[config.mk]
export PLATFORM = sky130hd
export DESIGN_NAME = fsm_q6_sequencer_flat
export DESIGN_NICKNAME = d
export VERILOG_FILES = /design/src/rtl/fsm_q6_pkg.sv /design/src/rtl/fsm_q6_sequencer_if.sv /design/src/rtl/fsm_q6_next.sv /design/src/rtl/fsm_q6_sequencer.sv /design/src/flat_wrapper.sv
export SDC_FILE = /design/constraint.sdc
export NUM_CORES = 1
export LEC_CHECK = 0
export ABC_CLOCK_PERIOD_IN_PS = 4840
export CAP_MARGIN = 20
export CORE_UTILIZATION = 35
export CTS_CLUSTER_SIZE = 10
export DETAILED_ROUTE_END_ITERATION = 16
export SLEW_MARGIN = 20
export SYNTH_ARGS = -nofsm -noshare
export SYNTH_HDL_FRONTEND = slang
export SYNTH_SLANG_ARGS = --single-unit
[constraint.sdc]
create_clock -name clk -period 4.84 [get_ports clk]
set_input_delay 0.484 -clock clk [delete_from_list [all_inputs] [get_ports clk]]
set_output_delay 0.484 -clock clk [all_outputs]
set_load 0.01 [all_outputs]
[src/rtl/fsm_q6_pkg.sv]
// rtl/fsm_q6_pkg.sv - shared state constants and one-hot check for the q6 sequencer
package fsm_q6_pkg;

   localparam int A = 1;
   localparam int B = 2;
   localparam int C = 3;
   localparam int D = 4;
   localparam int E = 5;
   localparam int F = 6;

   typedef enum logic [6:1] {
      S_A = 6'b000001,
      S_B = 6'b000010,
      S_C = 6'b000100,
      S_D = 6'b001000,
      S_E = 6'b010000,
      S_F = 6'b100000
   } q6_state_e;

   function automatic logic is_one_hot(input logic [6:1] v);
      return (v != 6'd0) && ((v & (v - 6'd1)) == 6'd0);
   endfunction

endpackage

[src/rtl/fsm_q6_sequencer_if.sv]
// rtl/fsm_q6_sequencer_if.sv - sample handshake, preload and status bundle
interface fsm_q6_sequencer_if #(
   parameter int CNT_W = 8
);
   logic             w_valid;
   logic             w;
   logic             w_ready;
   logic             load;
   logic [6:1]       load_state;
   logic             clr_illegal;
   logic [6:1]       state;
   logic             z;
   logic [CNT_W-1:0] run_len;
   logic             alarm;
   logic             illegal;

   modport master (
      output w_valid, w, load, load_state, clr_illegal,
      input  w_ready, state, z, run_len, alarm, illegal
   );

   modport slave (
      input  w_valid, w, load, load_state, clr_illegal,
      output w_ready, state, z, run_len, alarm, illegal
   );
endinterface

[src/rtl/fsm_q6_next.sv]
// rtl/fsm_q6_next.sv - combinational one-hot next-state equations of the w-sequence FSM
module fsm_q6_next
   import fsm_q6_pkg::*;
(
   input  logic [6:1] y,
   input  logic       w,
   output logic [6:1] Y
);
   assign Y[A] = (y[A] | y[D]) & w;
   assign Y[B] = y[A] & ~w;
   assign Y[C] = (y[B] | y[F]) & ~w;
   assign Y[D] = (y[B] | y[C] | y[E] | y[F]) & w;
   assign Y[E] = (y[C] | y[E]) & ~w;
   assign Y[F] = y[D] & ~w;
endmodule

[src/rtl/fsm_q6_sequencer.sv]
// rtl/fsm_q6_sequencer.sv - handshaked w-sequence FSM with preload, run-length alarm and illegal-state recovery
module fsm_q6_sequencer
   import fsm_q6_pkg::*;
#(
   parameter int CNT_W  = 8,
   parameter int THRESH = 4
) (
   input logic               clk,
   input logic               resetn,
   fsm_q6_sequencer_if.slave bus
);
   localparam logic [CNT_W-1:0] RUN_MAX = '1;
   localparam logic [CNT_W-1:0] THR     = CNT_W'(THRESH);

   logic [6:1]       state_q, state_d, y_next;
   logic [CNT_W-1:0] run_q, run_d;
   logic             alarm_q, alarm_d;
   logic             illegal_q, illegal_d;
   logic             step;

   fsm_q6_next u_next (
      .y (state_q),
      .w (bus.w),
      .Y (y_next)
   );

   // load owns the cycle, so a concurrent sample is left for the producer to re-offer
   assign bus.w_ready = ~bus.load;
   assign step        = bus.w_valid & ~bus.load;

   always_comb begin
      state_d   = state_q;
      run_d     = run_q;
      alarm_d   = 1'b0;
      illegal_d = illegal_q & ~bus.clr_illegal;
      if (bus.load) begin
         run_d = '0;
         if (is_one_hot(bus.load_state)) begin
            state_d = bus.load_state;
         end else begin
            state_d   = S_A;
            illegal_d = 1'b1;
         end
      end else if (step) begin
         if (!is_one_hot(state_q)) begin
            state_d   = S_A;
            illegal_d = 1'b1;
            run_d     = '0;
         end else begin
            state_d = y_next;
            if (y_next[E] | y_next[F]) begin
               run_d = (run_q == RUN_MAX) ? run_q : run_q + CNT_W'(1);
            end else begin
               run_d = '0;
            end
            // saturation holds run_len still, which must not re-fire the alarm
            alarm_d = (run_d == THR) && (run_q != THR);
         end
      end
   end

   always_ff @(posedge clk) begin
      if (!resetn) begin
         state_q   <= S_A;
         run_q     <= '0;
         alarm_q   <= 1'b0;
         illegal_q <= 1'b0;
      end else begin
         state_q   <= state_d;
         run_q     <= run_d;
         alarm_q   <= alarm_d;
         illegal_q <= illegal_d;
      end
   end

   assign bus.state   = state_q;
   assign bus.z       = state_q[E] | state_q[F];
   assign bus.run_len = run_q;
   assign bus.alarm   = alarm_q;
   assign bus.illegal = illegal_q;
endmodule
[src/flat_wrapper.sv]
// flat-port wrapper written by rule: the top's interface ports become plain ports
module fsm_q6_sequencer_flat import fsm_q6_pkg::*;
#(
   parameter int CNT_W  = 8,
   parameter int THRESH = 4
)
  (clk, resetn, bus_w_valid, bus_w, bus_load, bus_load_state, bus_clr_illegal, bus_w_ready, bus_state, bus_z, bus_run_len, bus_alarm, bus_illegal);
  fsm_q6_sequencer_if #(.CNT_W(CNT_W)) bus_i ();
  input logic clk;
  input logic resetn;
  input wire logic [$bits(bus_i.w_valid)-1:0] bus_w_valid;
  input wire logic [$bits(bus_i.w)-1:0] bus_w;
  input wire logic [$bits(bus_i.load)-1:0] bus_load;
  input wire logic [$bits(bus_i.load_state)-1:0] bus_load_state;
  input wire logic [$bits(bus_i.clr_illegal)-1:0] bus_clr_illegal;
  output wire logic [$bits(bus_i.w_ready)-1:0] bus_w_ready;
  output wire logic [$bits(bus_i.state)-1:0] bus_state;
  output wire logic [$bits(bus_i.z)-1:0] bus_z;
  output wire logic [$bits(bus_i.run_len)-1:0] bus_run_len;
  output wire logic [$bits(bus_i.alarm)-1:0] bus_alarm;
  output wire logic [$bits(bus_i.illegal)-1:0] bus_illegal;
  assign bus_i.w_valid = bus_w_valid;
  assign bus_i.w = bus_w;
  assign bus_i.load = bus_load;
  assign bus_i.load_state = bus_load_state;
  assign bus_i.clr_illegal = bus_clr_illegal;
  assign bus_w_ready = bus_i.w_ready;
  assign bus_state = bus_i.state;
  assign bus_z = bus_i.z;
  assign bus_run_len = bus_i.run_len;
  assign bus_alarm = bus_i.alarm;
  assign bus_illegal = bus_i.illegal;
  fsm_q6_sequencer #(.CNT_W(CNT_W), .THRESH(THRESH)) u_core (.clk(clk), .resetn(resetn), .bus(bus_i));
endmodule
* Yosys cells after proc, flatten, opt, wreduce, memory -nomap -nowiden
Cells that the tools add are included.
Cells by class: bitwise gates (word level) 24, eq/ne operators 3, mux-type cells 14, reduce and logical (&&, ||, !) cells 10, $add $sub $neg 3
Operator list (number):
- two-way mux 8 bit | 6
- two-way mux 6 bit | 4
- AND 6 bit | 2
- logical NOT 6 bit | 2
- nonzero test 6 bit | 2
- subtractor 6 x 1 -> 6 bit (second input constant) | 2
- adder 8 x 1 -> 8 bit (second input constant) | 1
- AND 1 bit | 8
- equality test 8 x 3 -> 1 bit (second input constant) | 1
- equality test 8 bit (second input constant) | 1
- inequality test 8 x 3 -> 1 bit (second input constant) | 1
- bitwise OR 1 bit | 8
- NOT 1 bit | 6
- two-way mux 1 bit | 4
- OR reduction 4 bit | 1
- logical AND 1 bit | 3
- nonzero test 2 bit | 1
- OR reduction 2 bit | 1
Word-level totals: flip-flop bits (word level) 16, logic and storage cells 58, input bits 12, output and inout port bits 18

* Longest topological paths before layout
word-level depth 9, depth in mapped cells 7, gate-level depth less buffers 6

* Modules after synthesis
Synthesis repeated with hierarchy kept, for this count alone.
Unflattened totals: cell total of the unflattened synthesis 140, area total of the unflattened synthesis 1101.1 µm²
By module, submodules not included:
- fsm_q6_sequencer | area an instance 1049.8 µm², sequential area each 320.3 µm², instances 1, cells an instance 134
- fsm_q6_next | area an instance 51.3 µm², sequential area each 0.0 µm², instances 1, cells an instance 6

* Least setup slack after synthesis
OpenSTA, ideal clock, no wires.
kind register to register, start register u_core.run_q[1] (netlist: u_core.bus.run_len[1]), end register u_core.alarm_q (netlist: u_core.bus.alarm), required time 4.748 ns, clock period less this slack 1.968 ns, library setup time 0.092 ns, slack 2.872 ns, cell stages (with the launch flop) 8, data arrival time 1.876 ns, buffers on the path 1, cell sequence dfxtp_1 > ha_1 > clkbuf_1 > and3_1 > nand2_1 > a2111oi_0 > o311ai_0 > nor4_1
On the way: longest elaborated chain between the ends 8, elaborated cells between the ends (all ways) 10, those cells by class add/sub (1); eq/ne (3); mux (5); reduce/logical (1)
RTL lines:
- start, declared | RTL line fsm_q6_sequencer.sv:16 | logic [CNT_W-1:0] run_q, run_d;
- start signal, assigned | RTL line fsm_q6_sequencer.sv:70 | run_q <= run_d;
- adder 8 x 1 -> 8 bit / equality test 8 bit (equally long branches) | RTL line fsm_q6_sequencer.sv:52 | run_d = (run_q == RUN_MAX) ? run_q : run_q + CNT_W'(1);
- two-way mux 8 bit | RTL line fsm_q6_sequencer.sv:52
- two-way mux 8 bit | RTL line fsm_q6_sequencer.sv:51 | if (y_next[E] | y_next[F]) begin
- two-way mux 8 bit | RTL line fsm_q6_sequencer.sv:45 | if (!is_one_hot(state_q)) begin
- two-way mux 8 bit | RTL line fsm_q6_sequencer.sv:44 | end else if (step) begin
- two-way mux 8 bit | RTL line fsm_q6_sequencer.sv:36 | if (bus.load) begin
- equality test 8 x 3 -> 1 bit | RTL line fsm_q6_sequencer.sv:57 | alarm_d = (run_d == THR) && (run_q != THR);
- logical AND 1 bit * | RTL line fsm_q6_sequencer.sv:57
- end signal, assigned | RTL line fsm_q6_sequencer.sv:71 | alarm_q <= alarm_d;
- end, declared | RTL line fsm_q6_sequencer.sv:17 | logic alarm_q, alarm_d;
Mark *: on every way between the ends. The rest lies on a longest branch, timed or not. The select of a mux whose other input is x is not followed. A chain may end at the register's enable or synchronous reset.

* Final worst setup path
start input resetn, end register u_core.alarm_q (netlist: u_core.bus.alarm)
On the way: longest elaborated chain between the ends 2
RTL lines:
- start, declared | RTL line flat_wrapper.sv:10 | input logic resetn;
- NOT 1 bit (no source line)
- OR reduction 4 bit (no source line)
Every way passes these cells.

==> results.cfg <==
[route]
wl_per_cell_um = 15.0
viasPerCell = 5.96
vias = 1377
drt_iter0_markers = 56
drcViolationCount = 0
firstDrtPassIters = 4
ant_nets = 0
wirelength_mm = 3.47

[floorplan]
dieHeight_um = 62.4
start_util_pct = 37.4
die_area_um2 = 3890
coreArea_um2 = 3420
placementRows = 21
chipWidth_um = 62.4
io_pins = 30

[timing]
fin_crit_ns = 2.45
finalClockSkew_ns = 0.00176
setup_tns_ns = 0
max_slew_margin_pct = 55.6
final_hold_viol_count = 0
rsz0062_at_grt = false
slew_viol_final = 0
fin_crit_sh_pct = 50.6
max_clock_freq_mhz = 409
setup_violations = 0
worstMarginPinSlew_ns = 0.666

[place]
portBuffers = 29
post-dp-hpwl_mm = 2.65
post-place-cells = 227
place_congestion = 0.853

[global_route]
grt_max_degree = 15
antenna_found_initial = 0
grt_pass1_wl_mm = 5.91
grt_pass1_vias = 1242
grt.total_usage_pct = 18.4
grt-ovfl-total = 0

[pwr]
pwr-share-comb_pct = 17.6
power_switching_mw = 0.0773
p_leak_nw = 0.537
internal_power_mw = 0.203
switching_share_pct = 27.6
vdd_drop_max_mv = 0.0808
clockPowerShare_pct = 33.0
powerDensity_nw_per_um2 = 175
seq_power_share_pct = 49.4

[final_layout]
multi_input_area_um2 = 858
syn_to_final_growth_pct = 25.1
fillerInstances = 349
stdcell_count = 231
seq_area_um2 = 320
fin_nets = 200
n_antenna_cell = 0
drive_above_1_share_pct = 7.57

[critical_path]
critPathMaxFanout = 9
crit_slowest_cell = clkdlybuf4s50_1
crit_type = input pin to flip-flop
r2r_start = u_core.bus.run_len[0]$_SDFFE_PP0P_
worstPathCellList = clkdlybuf4s50_1 > nor2b_1 > o211ai_1 > a2111oi_0 > o311ai_0 > nor4_1
end_kind = flip-flop
cp.arrival_ns = 2.64
startpoint_type = input pin
slowest_delay_ns = 0.62
startpoint = resetn
crit_family = compound AO/OA/AOI/OAI gates
required_ns = 5.04
cp_num_buf_inv = 1

[synthesis]
synth-xor-area-share_pct = 2.06
yosysTopAreaCell = dfxtp_1
syn_avg_cell_area_um2 = 7.69
synth.area.top_cells = dfxtp_1, nor2_1, nor4b_4
synth_seq_cells = 16
synthSimpleGateAreaFrac_pct = 35.5
syn_area_um2 = 1280
syn_inst = 166
synth_cell_type_count = 49
yosys.area_share.adder_pct = 1.96
synth_top_family_by_area = simple AND/OR/NAND/NOR gates
synth-async-reset-ratio_pct = 0
synth_top_cell_area_share_pct = 25.1
synth_compound_area_share_pct = 26.2
synth_mux_area_share_pct = 1.57
ys_warn_count = 0
syn-num-nets = 180
ys_seq_area_share_pct = 25.1
ys.flop_type = dfxtp_1
synth_edf_count = 0

[clock_network]
cts.clk_slew.worst_paths_ns = 0.11
clk_latency_ns = 0.29
cts_tree = built
clockBufferDepth = 2
cts_resized = 0
postCtsHoldBufs = 0
clkSinkCount = 16
clockRootBuffer = clkbuf_4
cts_setup_buffers = 0
htree_levels = 1
numCtsBuffers = 3

[hold_path]
min_from = u_core.bus.run_len[7]$_SDFFE_PP0P_
holdCritPathClass = flip-flop to flip-flop

[outcome]
status = finished, final reports clean

[job]
cap_violations = 0
==> power by group through the flow <==
stage	clock network (mW)	logic (mW)	registers, mW
2_1_floorplan	0	0.0292	0.139
3_3_place_gp	0	0.0489	0.141
3_5_place_dp	0	0.0492	0.141
4_1_cts	0.0943	0.0494	0.138
5_1_grt	0.100	0.0541	0.139
6_report	0.0924	0.0493	0.138
==> cell families after synthesis <==
group / after synthesis
AND/OR/NAND/NOR: 74
AO/OA/AOI/OAI: 46
buffers and inverters: 23
flip-flops: 16
XOR/XNOR: 3
multiplexers: 2
adder cells (fa/ha/maj): 2
==> layout make-up <==
| type | count | area share (%) |
|---|---|---|
| clock buffers | 4 | 2.27 |
| flip-flops and latches | 16 | 20.1 |
| inverters | 9 | 2.12 |
| repair buffers | 29 | 18.2 |
| well taps | 46 | 3.61 |
| multi-input cells | 127 | 53.8 |
==> Yosys cell counts (all sizes together) (2+ instances only) <==
cell,number
nand2,8
nor4b,6
nand3,6
dfxtp,16
mux2i,2
o21a,3
o221a,2
nor3,7
a211oi,2
a21oi,9
or3,3
buf,4
o21ai,4
nand4,4
inv,9
xor2,3
clkbuf,10
o311ai,2
nand3b,2
nor2,18
and3,2
ha,2
a22o,2
and4b,2
a31o,2
a21boi,3
a22oi,2
nor2b,3
a32oi,2
a31oi,5
nor4,7
==> worst min-delay path, stage by stage (launching register included) <==
cell	delay (ns)
dfxtp_1	0.39
nand2_1	0.09
a21oi_1	0.05
==> layer usage <==
metal  GRT usage (%)  wire length (um)  vias up
li1                -                 -      666
met1            23.5              1570      658
met2            33.0              1730       49
met3            1.64               143        4
met4            4.65                30        0
met5               0                 0        -
==> sequential cells by signal (all words and copies together), names as in the netlist <==
signal	flops
u_core.bus.alarm	1
u_core.bus.state	6
u_core.bus.run_len	8
u_core.bus.illegal	1
==> metrics by stage <==
step           setup slack (ns)  hold WS [ns]  instance area (um^2)  util, %  power [mW]
4_1_cts                    2.42         0.573                  1600     46.7       0.282
6_report                   2.39         0.570                  1600     46.7       0.280
2_1_floorplan              2.87         0.545                  1280        -       0.168
3_5_place_dp               2.10         0.555                  1560     45.7       0.190
5_1_grt                    2.17         0.600                  1600     46.7       0.293
3_3_place_gp               2.21         0.543                  1560     45.7       0.190
==> worst paths after layout <==
kind / to / slack, ns / depth (start not counted)
worst max-delay path: u_core.bus.alarm$_SDFF_PP0_ / 2.39 / 6
worst min-delay path: u_core.bus.run_len[7]$_SDFFE_PP0P_ / 0.57 / 2
worst max register to register: u_core.bus.alarm$_SDFF_PP0_ / 2.59 / 6
worst min register to register: u_core.bus.run_len[7]$_SDFFE_PP0P_ / 0.57 / 2
==> cells in the final DEF (no fill, tap or decap), drive strengths merged, types with 3 or more instances in the layout <==
cell           synthesis  layout
clkdlybuf4s50          0      29
nor2                  18      18
dfxtp                 16      16
inv                    9       9
a21oi                  9       9
nand2                  8       8
nor4                   7       7
nor3                   7       7
nand3                  6       6
nor4b                  6       6
a31oi                  5       5
o21ai                  4       4
nand4                  4       4
clkbuf                10       4
xor2                   3       3
a21boi                 3       3
nor2b                  3       3
or3                    3       3
o21a                   3       3
Note: power is estimated with default switching activity, not from simulation.
